File: src/rtl/dsram_axi_bridge.sv
// dsram_axi_bridge: turns one SRAM-like data request at a time into a single-beat AXI read or write.
// Latency: addr_ok is combinational in IDLE, and a read completes no sooner than 3 cycles after accept.
// Backpressure: holds ar/aw/w valid until ready, then stalls new requests (addr_ok=0) until data_ok.
//
// Ports: clock/resetn (async active-low); data_sram_* is the request/response side to the memory stage;
// ar*/r* are the AXI read channels and aw*/w*/b* the AXI write channels. There is one outstanding transaction.
// Optional: when DSRAM_BRIDGE_ERR_EN is defined, output bus_err pulses with data_ok on SLVERR/DECERR,
//           and an erroring read returns 32'h0.
module dsram_axi_bridge #(
  parameter logic [3:0] AXI_ID = 4'd1
) (
  input  logic        clock,
  input  logic        resetn,
  input  logic        data_sram_req,
  input  logic        data_sram_wr,
  input  logic [1:0]  data_sram_size,
  input  logic [31:0] data_sram_addr,
  input  logic [31:0] data_sram_wdata,
  output logic        data_sram_addr_ok,
  output logic        data_sram_data_ok,
  output logic [31:0] data_sram_rdata,
`ifdef DSRAM_BRIDGE_ERR_EN
  output logic        bus_err,
`endif
  output logic [3:0]  arid,
  output logic [31:0] araddr,
  output logic [2:0]  arsize,
  output logic        arvalid,
  input  logic        arready,
  input  logic [31:0] rdata,
  input  logic [1:0]  rresp,
  input  logic        rvalid,
  output logic        rready,
  output logic [3:0]  awid,
  output logic [31:0] awaddr,
  output logic [2:0]  awsize,
  output logic        awvalid,
  input  logic        awready,
  output logic [31:0] wdata,
  output logic [3:0]  wstrb,
  output logic        wvalid,
  input  logic        wready,
  input  logic [1:0]  bresp,
  input  logic        bvalid,
  output logic        bready
);

  typedef enum logic [2:0] {IDLE, RD_AR, RD_R, WR_AWW, WR_B} state_t;

  state_t      state;
  logic [31:0] addr_q;
  logic [1:0]  size_q;
  logic [31:0] wdata_q;
  logic [3:0]  wstrb_q;
  logic        aw_done;
  logic        w_done;
  logic [3:0]  strb_next;
  logic        aw_hs;
  logic        w_hs;
  logic        rd_err;
  logic        wr_err;

  assign data_sram_addr_ok = (state == IDLE);
  assign arid   = AXI_ID;
  assign awid   = AXI_ID;
  assign araddr = addr_q;
  assign awaddr = addr_q;
  assign arsize = {1'b0, size_q};
  assign awsize = {1'b0, size_q};
  assign wdata  = wdata_q;
  assign wstrb  = wstrb_q;

  assign aw_hs = awvalid && awready;
  assign w_hs  = wvalid && wready;

`ifdef DSRAM_BRIDGE_ERR_EN
  // SLVERR (2'b10) and DECERR (2'b11) both have bit 1 set.
  assign rd_err = rresp[1];
  assign wr_err = bresp[1];
`else
  logic unused_resp;
  assign unused_resp = ^{rresp, bresp};
  assign rd_err = 1'b0;
  assign wr_err = 1'b0;
`endif

  // Byte lanes touched by the request; the address is assumed naturally aligned.
  always_comb begin
    strb_next = 4'b1111;
    case (data_sram_size)
      2'd0:    strb_next = 4'b0001 << data_sram_addr[1:0];
      2'd1:    strb_next = data_sram_addr[1] ? 4'b1100 : 4'b0011;
      default: strb_next = 4'b1111;
    endcase
  end

  always_ff @(posedge clock or negedge resetn) begin
    if (!resetn) begin
      state             <= IDLE;
      addr_q            <= 32'h0;
      size_q            <= 2'd0;
      wdata_q           <= 32'h0;
      wstrb_q           <= 4'h0;
      aw_done           <= 1'b0;
      w_done            <= 1'b0;
      arvalid           <= 1'b0;
      awvalid           <= 1'b0;
      wvalid            <= 1'b0;
      rready            <= 1'b0;
      bready            <= 1'b0;
      data_sram_data_ok <= 1'b0;
      data_sram_rdata   <= 32'h0;
`ifdef DSRAM_BRIDGE_ERR_EN
      bus_err           <= 1'b0;
`endif
    end else begin
      // Completion indications are single-cycle pulses.
      data_sram_data_ok <= 1'b0;
`ifdef DSRAM_BRIDGE_ERR_EN
      bus_err           <= 1'b0;
`endif
      case (state)
        IDLE: begin
          if (data_sram_req) begin
            addr_q  <= data_sram_addr;
            size_q  <= data_sram_size;
            wdata_q <= data_sram_wdata;
            wstrb_q <= strb_next;
            if (data_sram_wr) begin
              awvalid <= 1'b1;
              wvalid  <= 1'b1;
              aw_done <= 1'b0;
              w_done  <= 1'b0;
              state   <= WR_AWW;
            end else begin
              arvalid <= 1'b1;
              state   <= RD_AR;
            end
          end
        end
        RD_AR: begin
          if (arready) begin
            arvalid <= 1'b0;
            rready  <= 1'b1;
            state   <= RD_R;
          end
        end
        RD_R: begin
          if (rvalid) begin
            rready            <= 1'b0;
            data_sram_rdata   <= rd_err ? 32'h0 : rdata;
            data_sram_data_ok <= 1'b1;
`ifdef DSRAM_BRIDGE_ERR_EN
            bus_err           <= rd_err;
`endif
            state             <= IDLE;
          end
        end
        WR_AWW: begin
          // AW and W complete independently, in either order or together.
          if (aw_hs) begin
            awvalid <= 1'b0;
            aw_done <= 1'b1;
          end
          if (w_hs) begin
            wvalid <= 1'b0;
            w_done <= 1'b1;
          end
          if ((aw_done || aw_hs) && (w_done || w_hs)) begin
            bready <= 1'b1;
            state  <= WR_B;
          end
        end
        WR_B: begin
          if (bvalid) begin
            bready            <= 1'b0;
            data_sram_data_ok <= 1'b1;
`ifdef DSRAM_BRIDGE_ERR_EN
            bus_err           <= wr_err;
`endif
            state             <= IDLE;
          end
        end
        default: state <= IDLE;
      endcase
    end
  end

  // wr_err is consumed only when error reporting is built in.
  logic unused_err;
  assign unused_err = wr_err;

endmodule

File: config.mk
export PLATFORM = sky130hd
export DESIGN_NAME = dsram_axi_bridge
export DESIGN_NICKNAME = d
export VERILOG_FILES = /design/src/rtl/dsram_axi_bridge.sv
export SDC_FILE = /design/constraint.sdc
export NUM_CORES = 1
export LEC_CHECK = 0
export ABC_AREA = 1
export CAP_MARGIN = 20
export CORE_MARGIN = 3
export CORE_UTILIZATION = 39
export DETAILED_ROUTE_END_ITERATION = 10
export PLACE_DENSITY = 0.76
export SLEW_MARGIN = 15
export SYNTH_ARGS = -nofsm -noshare
export SYNTH_HDL_FRONTEND = slang
export SYNTH_SLANG_ARGS = --single-unit
File: constraint.sdc
create_clock -name clock -period 1.4 [get_ports clock]
set_input_delay 0.28 -clock clock [delete_from_list [all_inputs] [get_ports clock]]
set_output_delay 0.28 -clock clock [all_outputs]
set_load 0.03 [all_outputs]
# --- Word level (Yosys, flattened, before mapping) ---
# Index checks and enable logic that the tools add are counted.
word_totals:
  out_inout_bits: 153
  regBits: 113
  elab_cells: 82
  in_bits: 111
classes:
  shifts: 1
  reduce_logical: 19
  mux: 34
  n_eq_ne: 14
op_table:
  columns: ["op", "count"]
  rows:
  - ["2-bit != test, second input constant", 9]
  - ["1-bit 2-to-1 mux", 17]
  - ["1-bit case mux with 2 select lines", 8]
  - ["3-bit 2-to-1 mux", 5]
  - ["3-bit case mux with 5 select lines", 1]
  - ["4-bit AND reduction", 3]
  - ["4-bit case mux with 2 select lines", 1]
  - ["2-bit nonzero test", 4]
  - ["3-bit by 2-bit equality test with 1-bit output, second input constant", 2]
  - ["3-bit AND reduction", 2]
  - ["5-bit AND reduction", 1]
  - ["4-bit 2-to-1 mux", 1]
  - ["2-bit AND reduction", 2]
  - ["1-bit by 2-bit left shift with 4-bit output, first input constant", 1]
  - ["3-bit by 1-bit equality test with 1-bit output, second input constant", 1]
  - ["3-bit equality test, second input constant", 1]
  - ["1-bit logical AND", 3]
  - ["3-bit logical NOT", 1]
  - ["2-bit by 1-bit equality test with 1-bit output, second input constant", 1]
  - ["2-bit logical NOT", 1]
  - ["1-bit logical OR", 2]
  - ["2-bit 2-to-1 mux", 1]

# --- Longest topological paths before layout ---
depth:
  depth_word: 5
  ltp_mapped: 8
  ltp_nobuf: 8

# --- Worst setup path after synthesis ---
# Ideal clock, no wire load.
synth_path:
  kind: "register to register"
  start: "register state[1]"
  end: "register wstrb_q[3] (netlist: wstrb[3])"
  path_stages_with_launch: 8
  setup_time_ps: 129
  synth_period_minus_slack_ps: 1321
  required_time_ps: 1271
  n_path_buf: 1
  t_arrival_ps: 1192
  slack_ps: 79
  cell_sequence: "dfrtp_1 nor2_4 nand2_4 inv_2 nand2_4 buf_4 nand2_1 nand3_1"
synth_between:
  elab_chain_len: 2
synth_lines:
  columns: ["element", "line", "source"]
  rows:
  - ["from (decl)", "50", "state_t state;"]
  - ["from (signal assigned)", "99", "state <= IDLE;"]
  - ["from (signal assigned)", "134", "state <= WR_AWW;"]
  - ["from (signal assigned)", "137", "state <= RD_AR;"]
  - ["3-bit logical NOT", null, null]
  - ["net data_sram_addr_ok", "19", "output logic data_sram_addr_ok,"]
  - ["2-bit AND reduction (no source line)", null, null]
  - ["to (signal assigned)", "128", "wstrb_q <= strb_next;"]
  - ["to (decl)", "54", "logic [3:0] wstrb_q;"]
# The timed path passes the listed nets, and every way through them passes these cells.
# A chain may end at the register's enable or synchronous reset.

# --- Worst setup path in the final report ---
layout_path:
  start: "register state[1]"
  end: "output port data_sram_addr_ok"
layout_between:
  elab_chain_len: 1
layout_lines:
  columns: ["element", "line", "source"]
  rows:
  - ["3-bit logical NOT", "63", "assign data_sram_addr_ok = (state == IDLE);"]
  - ["to (decl)", "19", null]
# No other way between the ends.

==> out/qor.csv <==
stage,metric,value,unit
outcome,status,"finished, violations left",
outcome,failed_checks,negative setup slack,
logic_synthesis,yosysWarnings,0,
min_path,hold_class,in2async,
route,num_vias,4430,
timing,rsz0062_at_grt,true,
timing,fin_crit,1479,ps
floorplan,die-height,118.1,microns
placed_design,dpl.hpwl,10.32,mm
logic_synthesis,postSynthCellCount,556,
layout,area_growth_syn_to_layout,63.27,%
layout,n_antenna_cell,0,
setup_path,crit_path_start_kind,flip-flop,
pwr,power.total,21370,uW
logic_synthesis,syn_area_per_cell,8.821,sq um
timing,setup_ws,-79.15,ps
route,firstDrtPassIters,4,
logic_synthesis,syn_area,0.004905,sq mm
grt,grt_pass1_vias,4576,
floorplan,dieArea,0.01396,sq mm
setup_path,endpoint_kind,output port,
logic_synthesis,yosysTopAreaCellShare,57.65,%
grt,antenna_found_initial,0,
grt,grt-ovfl-total,0,
clock_tree,clock_latency,410,ps
timing,hold_viol,0,
setup_path,worstPathRequired,1120,ps
logic_synthesis,yosys_most_used_dff,dfrtp_1,
layout,fillCellCount,1029,
clock_tree,tritoncts,done,
timing,clock_skew,4.154,ps
layout,drive_above_1_share,30.29,%
pwr,p_per_area,2669,mW/mm^2
clock_tree,clk_pin_slew,50,ps
logic_synthesis,yosysMostFrequentCell,nand2_1,
setup_path,criticalPathCategory,reg2out,
clock_tree,clock-sinks,113,
logic_synthesis,synth_seq_cells,113,
grt,grt_pass1_wl,22.53,mm
route,drt_wl_total,14.81,mm
floorplan,core,0.01216,sq mm
pwr,p_leak,0.004227,uW
timing,final_max_slew_viol_count,0,
floorplan,rows,40,
logic_synthesis,ys_seq_area_share,57.65,%
floorplan,ioPinCount,264,
logic_synthesis,synth_edf_count,0,
grt,grt_max_degree,42,
clock_tree,cts_max_level,4,
route,post-route-drc-count,0,
placed_design,gp_congestion,0.8005,
clock_tree,cts_buffer_depth,2,
layout,register_area,0.002829,sq mm
timing,setup_viol,57,
timing,post-route-period-util,105.7,%
pwr,vdd.ir_drop.worst,1407,uV
clock_tree,cts-root-buf,clkbuf_16,
placed_design,io_buffer_count,249,
setup_path,critPathMaxFanout,2,
setup_path,worstPathArrival,1200,ps
logic_synthesis,synth.distinct_cells,20,
layout,fin_nets,921,
route,vias_per_cell,4.475,
layout,multi_input_area,0.001485,sq mm
logic_synthesis,yosysTopAreaCell,dfrtp_1,
logic_synthesis,synthTopCellsByArea,"dfrtp_1, nand2_1, buf_4",
logic_synthesis,yosys-top-cells-count,"nand2_1, dfrtp_1, buf_4, inv_1, o21ai_1",
placed_design,post-place-ws,-150.7,ps
floorplan,start_util,40.33,%
route,drtIter0Drc,246,
clock_tree,cts_buffers,17,
route,ant_nets,0,
flow_run,drv_cap,0,
floorplan,die_x,118.1,microns
route,wl_per_cell,14.96,microns
timing,fmax,676.1,MHz
grt,grt_usage,20.39,%
logic_synthesis,async_flop_share,100.0,%
==> logic make-up after synthesis <==
family                 synth area share (%)
and+or+nand+nor                       22.76
DFF                                   57.65
buffers and inverters                 13.67
AOI/OAI and AO/OA                     5.765
other                                0.1531
==> routing by layer <==
| layer | GRT usage [%] | vias up | wire [microns] | share of wire (%) |
|---|---|---|---|---|
| met5 | 0 | - | 0 | 0 |
| met4 | 10.26 | 0 | 533 | 3.6 |
| met3 | 8.278 | 40 | 1228 | 8.3 |
| met2 | 34.58 | 200 | 7514 | 51 |
| met1 | 21.95 | 2053 | 5537 | 37 |
| li1 | - | 2137 | - | - |
==> cells in the final DEF, fill, tap and decap left out, types with 14 or more instances in the layout <==
master,instances
o21ai_2,14
o21ai_1,18
clkbuf_16,20
clkdlybuf4s50_1,105
buf_2,87
buf_12,17
clkdlybuf4s15_2,52
inv_1,45
nand2_1,255
buf_4,21
dfrtp_1,112
==> worst paths after layout <==
| kind | from | to | slack (ps) | cells past startpoint |
|---|---|---|---|---|
| min in group clock | data_sram_wdata[17] | wdata[17]$_DFFE_PN0P_ | 410 | 3 |
| setup / recovery | state[1]$_DFFE_PN0P_ | data_sram_addr_ok | -80 | 4 |
| max in group asynchronous | resetn | arvalid$_DFFE_PN0P_ | 550 | 3 |
| hold / removal | resetn | data_sram_rdata[31]$_DFFE_PN0P_ | 290 | 2 |
| setup reg to reg | state[1]$_DFFE_PN0P_ | araddr[19]$_DFFE_PN0P_ | -60 | 9 |
| hold reg to reg | wdata[31]$_DFFE_PN0P_ | wdata[31]$_DFFE_PN0P_ | 470 | 2 |
==> cell type report <==
| cell class | count | share of cell area, % |
|---|---|---|
| clock buffer | 26 | 6.609 |
| sequential | 113 | 35.33 |
| multi-input combinational | 338 | 18.55 |
| timing repair buffer | 292 | 34.30 |
| tap | 168 | 2.625 |
| clock inverter | 5 | 0.3125 |
| inverter | 48 | 2.281 |
==> critical path, cell delays in order (launching register included) <==
cell	delay, ps
dfrtp_1	400
nor2_4	150
nand2_4	70
inv_4	50
buf_6	120
==> timing repair <==
action,4_1_cts,5_1_grt
hold buffers,1,0
setup buffers,5,8
pin swaps,3,4
endpoints found under the setup margin,140,150
resized for setup,488,124
hold endpoints to repair,15,0
cloned,0,6
==> state kept, by name, summed over array words and instances (netlist names) <==
register and cells:
size_q 2, data_sram_rdata 32, wvalid 1, rready 1, aw_done 1, awvalid 1
araddr 32, data_sram_data_ok 1, arvalid 1, state 3, bready 1, wstrb 4
wdata 32, w_done 1
==> power breakdown <==
group	internal [uW]	switching (uW)	total, uW
sequential	4830	996	5830
clock	2560	1380	3950
combinational	4240	7360	11600
total	11600	9740	21400
==> per-stage QoR <==
step           utilization, %  instance area (sq um)  std cells  hold WS (ps)  setup TNS [ps]
2_1_floorplan               -                   4935        564        -15.59               0
3_3_place_gp            61.52                   7482        939         169.4           -6520
3_5_place_dp            61.52                   7482        939         175.6           -9101
4_1_cts                 66.21                   8053        976         275.7           -2413
5_1_grt                 65.84                   8008        990         300.5           -6965
6_report                65.84                   8008        990         291.8           -2143
Note: power is estimated with default switching activity, not from simulation.
